### src/rtl/bb_jtag_pkg.sv
// Shared TAP controller types and the IEEE 1149.1 next-state function.
package bb_jtag_pkg;

  typedef enum logic [3:0] {
    TapTlr   = 4'h0,
    TapRti   = 4'h1,
    TapSelDr = 4'h2,
    TapCapDr = 4'h3,
    TapShDr  = 4'h4,
    TapEx1Dr = 4'h5,
    TapPDr   = 4'h6,
    TapEx2Dr = 4'h7,
    TapUpDr  = 4'h8,
    TapSelIr = 4'h9,
    TapCapIr = 4'hA,
    TapShIr  = 4'hB,
    TapEx1Ir = 4'hC,
    TapPIr   = 4'hD,
    TapEx2Ir = 4'hE,
    TapUpIr  = 4'hF
  } tap_state_t;

  localparam tap_state_t TAP_TLR = TapTlr;
  localparam tap_state_t TAP_RTI = TapRti;

  function automatic tap_state_t tap_next(input tap_state_t state, input logic tms);
    tap_state_t nxt;
    nxt = TapTlr;
    case (state)
      TapTlr:   nxt = tms ? TapTlr   : TapRti;
      TapRti:   nxt = tms ? TapSelDr : TapRti;
      TapSelDr: nxt = tms ? TapSelIr : TapCapDr;
      TapCapDr: nxt = tms ? TapEx1Dr : TapShDr;
      TapShDr:  nxt = tms ? TapEx1Dr : TapShDr;
      TapEx1Dr: nxt = tms ? TapUpDr  : TapPDr;
      TapPDr:   nxt = tms ? TapEx2Dr : TapPDr;
      TapEx2Dr: nxt = tms ? TapUpDr  : TapShDr;
      TapUpDr:  nxt = tms ? TapSelDr : TapRti;
      TapSelIr: nxt = tms ? TapTlr   : TapCapIr;
      TapCapIr: nxt = tms ? TapEx1Ir : TapShIr;
      TapShIr:  nxt = tms ? TapEx1Ir : TapShIr;
      TapEx1Ir: nxt = tms ? TapUpIr  : TapPIr;
      TapPIr:   nxt = tms ? TapEx2Ir : TapPIr;
      TapEx2Ir: nxt = tms ? TapUpIr  : TapShIr;
      TapUpIr:  nxt = tms ? TapSelDr : TapRti;
    endcase
    return nxt;
  endfunction

endpackage

### src/rtl/bb_debounce.sv
// Button debouncer: 2-FF synchroniser, stable-level counter, one-cycle pulse on accepted rise.
module bb_debounce #(
  parameter int unsigned CYCLES = 50000
) (
  input  logic clk,
  input  logic rst_n,
  input  logic raw,
  output logic pulse
);

  localparam int unsigned CNT_W = $clog2(CYCLES + 1);

  logic             sync1_q;
  logic             sync2_q;
  logic             level_q;
  logic             pulse_q;
  logic [CNT_W-1:0] cnt_q;

  // The counter only runs while the synced input disagrees with the accepted level.
  always_ff @(posedge clk) begin
    if (!rst_n) begin
      sync1_q <= 1'b0;
      sync2_q <= 1'b0;
      level_q <= 1'b0;
      pulse_q <= 1'b0;
      cnt_q   <= '0;
    end else begin
      sync1_q <= raw;
      sync2_q <= sync1_q;
      pulse_q <= 1'b0;
      if (sync2_q == level_q) begin
        cnt_q <= '0;
      end else if (cnt_q == CNT_W'(CYCLES - 1)) begin
        level_q <= sync2_q;
        pulse_q <= sync2_q;
        cnt_q   <= '0;
      end else begin
        cnt_q <= cnt_q + 1'b1;
      end
    end
  end

  assign pulse = pulse_q;

endmodule

### src/rtl/bb_jtag_channel_mux.sv
// FT2232 JTAG passthrough to NUM_CH targets with TAP-safe channel switching and reset pulses.
// Optional BB_JTAG_RTCK_EN adds RTCK inputs, FT_RTCK output and RTCK-gated switching.
module bb_jtag_channel_mux
  import bb_jtag_pkg::*;
#(
  parameter int unsigned NUM_CH          = 2,
  parameter int unsigned DEBOUNCE_CYCLES = 50000,
  parameter int unsigned SRST_CYCLES     = 100000,
  parameter int unsigned TRST_CYCLES     = 1000,
  parameter int unsigned LED_HOLD_CYCLES = 2000000,
  localparam int unsigned SEL_W = (NUM_CH > 2) ? $clog2(NUM_CH) : 1
) (
  input  logic              CLK,
  input  logic              nRST,
  input  logic              FT_TCK,
  input  logic              FT_TDI,
  input  logic              FT_TMS,
  output logic              FT_TDO,
  input  logic [SEL_W-1:0]  FT_SEL,
  input  logic              FT_SRST_REQ,
  output logic [NUM_CH-1:0] TCK,
  output logic [NUM_CH-1:0] TDI,
  output logic [NUM_CH-1:0] TMS,
  input  logic [NUM_CH-1:0] TDO,
  output logic [NUM_CH-1:0] nTRST,
  output logic [NUM_CH-1:0] nSRST_OE,
  input  logic              BUTTON,
  output logic              LED,
  output logic [SEL_W-1:0]  ACTIVE_CH,
`ifdef BB_JTAG_RTCK_EN
  input  logic [NUM_CH-1:0] RTCK,
  output logic              FT_RTCK,
`endif
  output logic [3:0]        TAP_STATE
);

  localparam int unsigned TRST_W = $clog2(TRST_CYCLES + 1);
  localparam int unsigned SRST_W = $clog2(SRST_CYCLES + 1);
  localparam int unsigned LED_W  = $clog2(LED_HOLD_CYCLES + 1);

  logic              tck_s1_q, tck_s2_q, tck_prev_q;
  logic              tms_s1_q, tms_s2_q;
  logic              req_s1_q, req_s2_q, req_prev_q;
  logic [SEL_W-1:0]  active_q;
  tap_state_t        tap_q [NUM_CH];
  tap_state_t        tap_cur;
  logic [TRST_W-1:0] trst_cnt_q;
  logic [SRST_W-1:0] srst_cnt_q;
  logic [LED_W-1:0]  led_cnt_q;

  logic tck_edge, srst_trig, srst_on, btn_pulse, pending, tap_safe, rtck_busy, accept;

  bb_debounce #(
    .CYCLES(DEBOUNCE_CYCLES)
  ) u_btn_debounce (
    .clk  (CLK),
    .rst_n(nRST),
    .raw  (BUTTON),
    .pulse(btn_pulse)
  );

`ifdef BB_JTAG_RTCK_EN
  logic rtck_s1_q, rtck_s2_q;

  always_ff @(posedge CLK) begin
    if (!nRST) begin
      rtck_s1_q <= 1'b0;
      rtck_s2_q <= 1'b0;
    end else begin
      rtck_s1_q <= RTCK[active_q];
      rtck_s2_q <= rtck_s1_q;
    end
  end

  assign FT_RTCK   = rtck_s2_q;
  assign rtck_busy = rtck_s2_q;
`else
  assign rtck_busy = 1'b0;
`endif

  assign tap_cur = tap_q[active_q];

  always_comb begin
    tck_edge  = tck_s2_q & ~tck_prev_q;
    srst_trig = (req_s2_q & ~req_prev_q) | btn_pulse;
    srst_on   = (srst_cnt_q != '0);
    pending   = (32'(FT_SEL) < NUM_CH) && (FT_SEL != active_q);
    tap_safe  = (tap_cur == TAP_TLR) || (tap_cur == TAP_RTI);
    // A pulse being started this cycle also blocks, so it lands on the channel that asked.
    accept    = pending && tap_safe && !tck_edge && !tck_s2_q && !srst_on && !srst_trig &&
                !rtck_busy;
  end

  always_comb begin
    for (int unsigned i = 0; i < NUM_CH; i++) begin
      TCK[i]      = (active_q == SEL_W'(i)) & FT_TCK;
      TDI[i]      = (active_q == SEL_W'(i)) & FT_TDI;
      TMS[i]      = (active_q == SEL_W'(i)) ? FT_TMS : 1'b1;
      nSRST_OE[i] = (active_q == SEL_W'(i)) & srst_on;
      nTRST[i]    = (trst_cnt_q == '0);
    end
    FT_TDO = TDO[active_q];
  end

  always_ff @(posedge CLK) begin
    if (!nRST) begin
      tck_s1_q   <= 1'b0;
      tck_s2_q   <= 1'b0;
      tck_prev_q <= 1'b0;
      tms_s1_q   <= 1'b0;
      tms_s2_q   <= 1'b0;
      req_s1_q   <= 1'b0;
      req_s2_q   <= 1'b0;
      req_prev_q <= 1'b0;
      active_q   <= '0;
      for (int unsigned i = 0; i < NUM_CH; i++) tap_q[i] <= TAP_TLR;
      trst_cnt_q <= TRST_W'(TRST_CYCLES);
      srst_cnt_q <= '0;
      led_cnt_q  <= '0;
    end else begin
      tck_s1_q   <= FT_TCK;
      tck_s2_q   <= tck_s1_q;
      tck_prev_q <= tck_s2_q;
      tms_s1_q   <= FT_TMS;
      tms_s2_q   <= tms_s1_q;
      req_s1_q   <= FT_SRST_REQ;
      req_s2_q   <= req_s1_q;
      req_prev_q <= req_s2_q;

      // Inactive targets see no TCK, so only the active entry ever advances.
      if (tck_edge) tap_q[active_q] <= tap_next(tap_cur, tms_s2_q);
      if (accept) active_q <= FT_SEL;

      if (trst_cnt_q != '0) trst_cnt_q <= trst_cnt_q - 1'b1;

      if (srst_trig) srst_cnt_q <= SRST_W'(SRST_CYCLES);
      else if (srst_on) srst_cnt_q <= srst_cnt_q - 1'b1;

      if (tck_edge) led_cnt_q <= LED_W'(LED_HOLD_CYCLES);
      else if (led_cnt_q != '0) led_cnt_q <= led_cnt_q - 1'b1;
    end
  end

  assign LED       = (led_cnt_q != '0) | srst_on;
  assign ACTIVE_CH = active_q;
  assign TAP_STATE = tap_cur;

endmodule

### config.mk
export PLATFORM = sky130hd
export DESIGN_NAME = bb_jtag_channel_mux
export DESIGN_NICKNAME = d
export VERILOG_FILES = /design/src/rtl/bb_jtag_pkg.sv /design/src/rtl/bb_debounce.sv /design/src/rtl/bb_jtag_channel_mux.sv
export SDC_FILE = /design/constraint.sdc
export NUM_CORES = 1
export LEC_CHECK = 0
export ABC_AREA = 1
export ABC_CLOCK_PERIOD_IN_PS = 2050
export CAP_MARGIN = 30
export CORE_MARGIN = 5
export CORE_UTILIZATION = 50
export DETAILED_ROUTE_END_ITERATION = 10
export GPL_TIMING_DRIVEN = 0
export MAX_ROUTING_LAYER = met4
export PLACE_DENSITY = 0.75
export RECOVER_POWER = 100
export SLEW_MARGIN = 20
export SYNTH_ARGS = -nofsm -noshare
export SYNTH_HDL_FRONTEND = slang
export SYNTH_SLANG_ARGS = --single-unit
export TNS_END_PERCENT = 30
### constraint.sdc
create_clock -name CLK -period 2.05 [get_ports CLK]
set_input_delay 0.3075 -clock CLK [delete_from_list [all_inputs] [get_ports CLK]]
set_output_delay 0.3075 -clock CLK [all_outputs]
set_load 0.005 [all_outputs]
# Word level (Yosys, flattened, before mapping)
# Memory sizes are Yosys's and may differ from the RTL's. A register that Yosys moved wholly into a read port is not among the register bits.
# Index checks and enable logic that the tools add are counted.
[word_totals]
ram_bits = 8
reg_bits = 77
input_bits = 10
output_inout_bits = 17
word_cells = 117
memories = 1
[memory_table]
columns = ["memory", "words", "width", "read_ports", "rd_clocked_by_memory_dff", "write_ports", "line", "source"]
rows = [
  ["tap_q", 2, 4, 1, 1, 2, "bb_jtag_channel_mux.sv:45", "tap_state_t tap_q [NUM_CH];"],
]
[classes]
eq_ne = 18
n_addsub = 4
magnitude_cmp = 1
n_reduce_logical = 26
bitwise_logic = 16
mux = 32
[ops]
columns = ["op", "count"]
rows = [
  ["4-bit one-hot mux with 12 select lines", 1],
  ["21-bit 2-to-1 mux", 2],
  ["17-bit 2-to-1 mux", 2],
  ["4-bit equality test, second input constant", 8],
  ["4-bit 2-to-1 mux", 7],
  ["21-bit nonzero test", 1],
  ["21-bit by 1-bit subtractor with 21-bit output, second input constant", 1],
  ["17-bit nonzero test", 1],
  ["17-bit by 1-bit subtractor with 17-bit output, second input constant", 1],
  ["16-bit by 1-bit adder with 16-bit output, second input constant", 1],
  ["16-bit equality test, second input constant", 1],
  ["4-bit by 3-bit equality test with 1-bit output, second input constant", 4],
  ["1-bit 2-to-1 mux", 15],
  ["10-bit logical NOT", 1],
  ["10-bit nonzero test", 1],
  ["10-bit by 1-bit subtractor with 10-bit output, second input constant", 1],
  ["3-bit OR reduction", 3],
  ["1-bit bitwise AND", 8],
  ["4-bit by 2-bit equality test with 1-bit output, second input constant", 2],
  ["2-bit OR reduction", 4],
  ["2-bit 2-to-1 mux", 3],
  ["3-bit 2-to-1 mux", 2],
  ["1-bit inverter", 6],
  ["1-bit logical AND", 5],
  ["other kinds (11)", 16],
]

# Depth between registers and ports, before layout
[depth]
ltp_word = 9
ltp_mapped = 12
depth_no_buf = 12

# Hierarchy
# Synthesis repeated with hierarchy kept, for this count alone.
[hier_totals]
hier_cells = 679
area_unflattened_um2 = 4845.9
[by_module_without_submodules]
columns = ["mod", "seq_area_each_um2", "cells_each", "area_each_um2", "n_inst"]
rows = [
  ["bb_jtag_channel_mux", 1401.3, 539, 3856.2, 1],
  ["bb_debounce", 400.4, 140, 989.7, 1],
]

# Least setup slack after synthesis
# OpenSTA, ideal clock, no wires.
[synth_timing]
kind = "register to output"
start = "reg led_cnt_q[0]"
end = "out LED"
arrival_time_ns = 1.290
n_path_buf = 1
stages_incl_launch_ff = 11
slack_ns = 0.453
path_cell_list = "dfxtp_1 > inv_1 > ha_1 > nand2_1 > clkinv_1 > nand2_1 > nor2_2 > nand2_2 > buf_6 > clkinv_2 > nand2_1"
[synth_between]
elab_chain_len = 2
[synth_rtl]
columns = ["element", "line", "source"]
rows = [
  ["from (decl)", "bb_jtag_channel_mux.sv:49", "logic [LED_W-1:0] led_cnt_q;"],
  ["from (signal assigned)", "bb_jtag_channel_mux.sv:139", "if (tck_edge) led_cnt_q <= LED_W'(LED_HOLD_CYCLES);"],
  ["from (signal assigned)", "bb_jtag_channel_mux.sv:140", "else if (led_cnt_q != '0) led_cnt_q <= led_cnt_q - 1'b1;"],
  ["21-bit nonzero test", "bb_jtag_channel_mux.sv:144", "assign LED = (led_cnt_q != '0) | srst_on;"],
  ["1-bit OR", "bb_jtag_channel_mux.sv:144", ""],
  ["to (decl)", "bb_jtag_channel_mux.sv:28", "output logic LED,"],
]
# No other way between the ends.

# Final worst setup path
[layout_timing]
start = "reg led_cnt_q[9]"
end = "out LED"
# The elaborated chain is that of the path after synthesis.

==> impl_metrics.xml <==
<?xml version="1.0" encoding="UTF-8"?>
<metrics>
  <group name="outcome">
    <metric name="run_status" unit="">complete, but fails checks</metric>
    <metric name="violations_in_the_final_reports" unit="">negative setup slack</metric>
  </group>
  <group name="setup_path">
    <metric name="cp_data_arrival_time" unit="ps">1900</metric>
    <metric name="cp_cell_sequence" unit="">nor2_2 &gt; and2_4 &gt; nand2_1 &gt; nor2_1 &gt; nand2_2 &gt; buf_8 &gt; clkinv_2 &gt; nand2_1 &gt; dlygate4sd2_1</metric>
    <metric name="critical_path.max_fanout" unit="">4</metric>
    <metric name="setup.worst_path.end_class" unit="">output port</metric>
    <metric name="timing.setup.critical_path_class" unit="">register to output port</metric>
    <metric name="worstSetupStartpointType" unit="">register</metric>
    <metric name="critPathRequiredTime" unit="ps">1740</metric>
    <metric name="worst_path_max_delay_cell" unit="">dfxtp_4</metric>
    <metric name="critPathMostFrequentCell" unit="">nand2_1</metric>
    <metric name="path_delay_family" unit="">simple AND/OR/NAND/NOR gates</metric>
    <metric name="crit_path_max_incr_delay" unit="ps">360</metric>
    <metric name="crit_buf_inv" unit="">3</metric>
  </group>
  <group name="timing">
    <metric name="final.period_utilization" unit="%">108</metric>
    <metric name="post-route-worst-setup-slack" unit="ps">-160</metric>
    <metric name="achievable-frequency" unit="MHz">452</metric>
    <metric name="final_worst_path_period_need" unit="ps">2210</metric>
    <metric name="final_setup_skew" unit="ps">12.3</metric>
    <metric name="worst_slew_margin_rel" unit="%">54.8</metric>
    <metric name="timing_worst_slew_pin_value" unit="ps">678</metric>
    <metric name="setup_viol" unit="">7</metric>
    <metric name="grt_setup_unrepaired" unit="">yes</metric>
    <metric name="maxSlewViolCount" unit="">0</metric>
    <metric name="report.final.hold_viol_count" unit="">0</metric>
  </group>
  <group name="finish">
    <metric name="fillCellCount" unit="">792</metric>
    <metric name="layout.cells.most_common" unit="">nand2_1</metric>
    <metric name="postLayoutCellArea" unit="sq um">5620</metric>
    <metric name="fraction_of_layout_instances_using_a_drive_strength_above_1" unit="%">19.8</metric>
    <metric name="flow.area_growth_from_synthesis" unit="%">22.8</metric>
    <metric name="layout_common_cells" unit="">144 x nand2_1, 93 x nor2_1, 73 x inv_1, 68 x dfxtp_1, 45 x a21oi_1</metric>
    <metric name="finalNetCount" unit="">747</metric>
    <metric name="diodes_inserted" unit="">0</metric>
  </group>
  <group name="floorplan">
    <metric name="core_area" unit="sq um">9060</metric>
    <metric name="fp.dieH" unit="um">106</metric>
    <metric name="initial_utilization" unit="%">50.5</metric>
    <metric name="pin_count" unit="">27</metric>
    <metric name="dieArea" unit="sq um">11200</metric>
    <metric name="num_rows" unit="">35</metric>
    <metric name="chipWidth" unit="um">106</metric>
  </group>
  <group name="power_and_ir_drop">
    <metric name="power.ir.vdd_worst" unit="V">0.000510</metric>
    <metric name="leakagePower" unit="nW">2.55</metric>
    <metric name="cellPowerDensity" unit="nW/um^2">1260</metric>
  </group>
  <group name="hold_path">
    <metric name="hold_class" unit="">register to register</metric>
  </group>
  <group name="grt">
    <metric name="grt_antenna_before_repair" unit="">0</metric>
    <metric name="largest_net_degree_at_the_start_of_global_routing" unit="">15</metric>
    <metric name="gr-usage-all-layers" unit="%">21.2</metric>
    <metric name="first_global_vias" unit="">4353</metric>
    <metric name="overflow" unit="">0</metric>
    <metric name="grt_pass1_wl" unit="um">19100</metric>
  </group>
  <group name="placed_design">
    <metric name="gpl.final_weighted_congestion" unit="">0.935</metric>
    <metric name="placement.setup.worst_slack" unit="ps">-235</metric>
    <metric name="dp.final_hpwl" unit="um">7410</metric>
    <metric name="placement.cell_area" unit="sq um">4970</metric>
    <metric name="numPortBuffers" unit="">26</metric>
  </group>
  <group name="detailed_routing">
    <metric name="drt-initial-drc-count" unit="">296</metric>
    <metric name="drt_drc_violations_left" unit="">0</metric>
    <metric name="drtPass1Iterations" unit="">6</metric>
    <metric name="drt-total-wl" unit="um">11200</metric>
    <metric name="route.detailed.vias_per_inst" unit="">5.23</metric>
    <metric name="antenna_violating_nets_post_route" unit="">0</metric>
    <metric name="average_routed_wire_per_standard_cell" unit="um">13.2</metric>
    <metric name="routed-via-count" unit="">4437</metric>
  </group>
  <group name="yosys">
    <metric name="yosys.cell_types.count" unit="">42</metric>
    <metric name="syn_avg_cell_area" unit="sq um">7.03</metric>
    <metric name="synth_seq_area_share" unit="%">39.4</metric>
    <metric name="ys.warnings.count" unit="">0</metric>
    <metric name="yosys_most_used_dff" unit="">dfxtp_1</metric>
    <metric name="synthArstFlopShare" unit="%">0</metric>
    <metric name="synth_cells" unit="">651</metric>
    <metric name="synth-seq-cells" unit="">86</metric>
    <metric name="synthesis.area" unit="sq um">4580</metric>
    <metric name="synth_edf_count" unit="">8</metric>
    <metric name="synth_fp_nets" unit="">666</metric>
  </group>
  <group name="clock_tree">
    <metric name="total_number_of_h_tree_levels" unit="">3</metric>
    <metric name="cts.root.buffer_cell" unit="">clkbuf_8</metric>
    <metric name="ctsHoldBuffers" unit="">0</metric>
    <metric name="clk_lat_worst_skew" unit="ps">360</metric>
    <metric name="clk_pin_slew" unit="ps">80</metric>
    <metric name="cts-buffers-inserted" unit="">9</metric>
    <metric name="cts-root-to-sink-buffers" unit="">2</metric>
    <metric name="cts_num_sinks" unit="">86</metric>
    <metric name="clock_tree_from_tritoncts" unit="">built</metric>
  </group>
  <group name="run">
    <metric name="drv_cap" unit="">0</metric>
  </group>
</metrics>
-- tightest hold or removal path, delay by kind of cell, from the launching register on --
kind	cells	cell delay (ps)
buffers and inverters	1	40
flip-flops	1	310
AND/OR/NAND/NOR	1	40
-- Yosys cell counts, drive strengths merged (6+ instances only) --
| master | n | share of area [%] |
|---|---|---|
| buf | 9 | 1.5 |
| o21ai | 13 | 1.4 |
| inv | 83 | 6.9 |
| xnor2 | 11 | 2.1 |
| nand4 | 13 | 1.9 |
| nand3b | 6 | 0.98 |
| edfxtp | 8 | 5.3 |
| xor2 | 14 | 2.7 |
| nand2 | 165 | 15 |
| a21oi | 46 | 5.1 |
| nor2 | 117 | 11 |
| nand3 | 43 | 4.8 |
| nor3 | 15 | 1.9 |
| dfxtp | 78 | 34 |
-- cell families (layout without fill, tap and decap cells) --
kind of cell    after synthesis  after routing  synth area share [%]
simple gates                371            371                  37.9
buf+inv                      98            184                  8.91
flops                        86             86                  39.4
compound gates               66             66                  7.66
xor+xnor                     25             25                  4.79
fa+ha+maj                     5              5                  1.37
-- sequential cells by signal, indices dropped and copies added, names as in the netlist, 8 cells and up, named ones only --
| signal | count |
|---|---|
| trst_cnt_q | 10 |
| u_btn_debounce.cnt_q | 16 |
| srst_cnt_q | 17 |
| led_cnt_q | 21 |
| tap_q | 8 |
-- per-stage QoR --
step	instances	power [W]	hold slack, ps	setup TNS, ps	util [%]
final	848	0.00710	416	-668	62.0
after global routing	848	0.00762	439	-3030	62.0
after CTS	848	0.00699	418	-226	62.2
after detailed placement	788	0.00509	398	-402	54.9
after global placement	788	0.00502	393	-358	54.9
after floorplan	651	0.00451	390	0	-
-- worst paths after layout --
check / startpoint / to / slack, ps / depth (start not counted)
setup / recovery: led_cnt_q[9] / LED / -160 / 9
setup reg to reg: led_cnt_q[10] / led_cnt_q[18] / -160 / 17
hold reg to reg: req_s1_q / req_s2_q / 420 / 2
hold / removal: req_s1_q / req_s2_q / 420 / 2
-- per-layer routing --
metal	up-vias	track usage, %	wire (um)	share of wire [%]
li1	2217	-	-	-
met1	2008	24.9	4580	41
met2	162	34.7	5460	49
met3	50	3.06	663	5.9
met4	0	12.1	500	4.5
met5	-	-	0	0
-- report_power, final --
part           internal, W  leakage (nW)  switching (W)  total, W
combinational      0.00139          1.69        0.00195   0.00333
sequential         0.00203         0.726       0.000299   0.00233
clock             0.000841         0.126       0.000596   0.00144
total              0.00426          2.55        0.00284   0.00710
-- final cells by class --
cell class	count	area [sq um]	share of cell area, %
plain buffers	13	75.1	1.34
repair buffers	70	591	10.5
flip-flops and latches	86	1820	32.4
well taps	111	139	2.47
clock inverters	6	109	1.94
multi-input cells	467	2420	43.0
inverters	85	329	5.86
clock buffers	10	138	2.45
-- timing repair --
item,CTS,global route
pin swaps,14,5
resized for setup,43,22
endpoints found under the setup margin,6,10
setup buffers,45,0
Power figures use the tool's default switching activity.
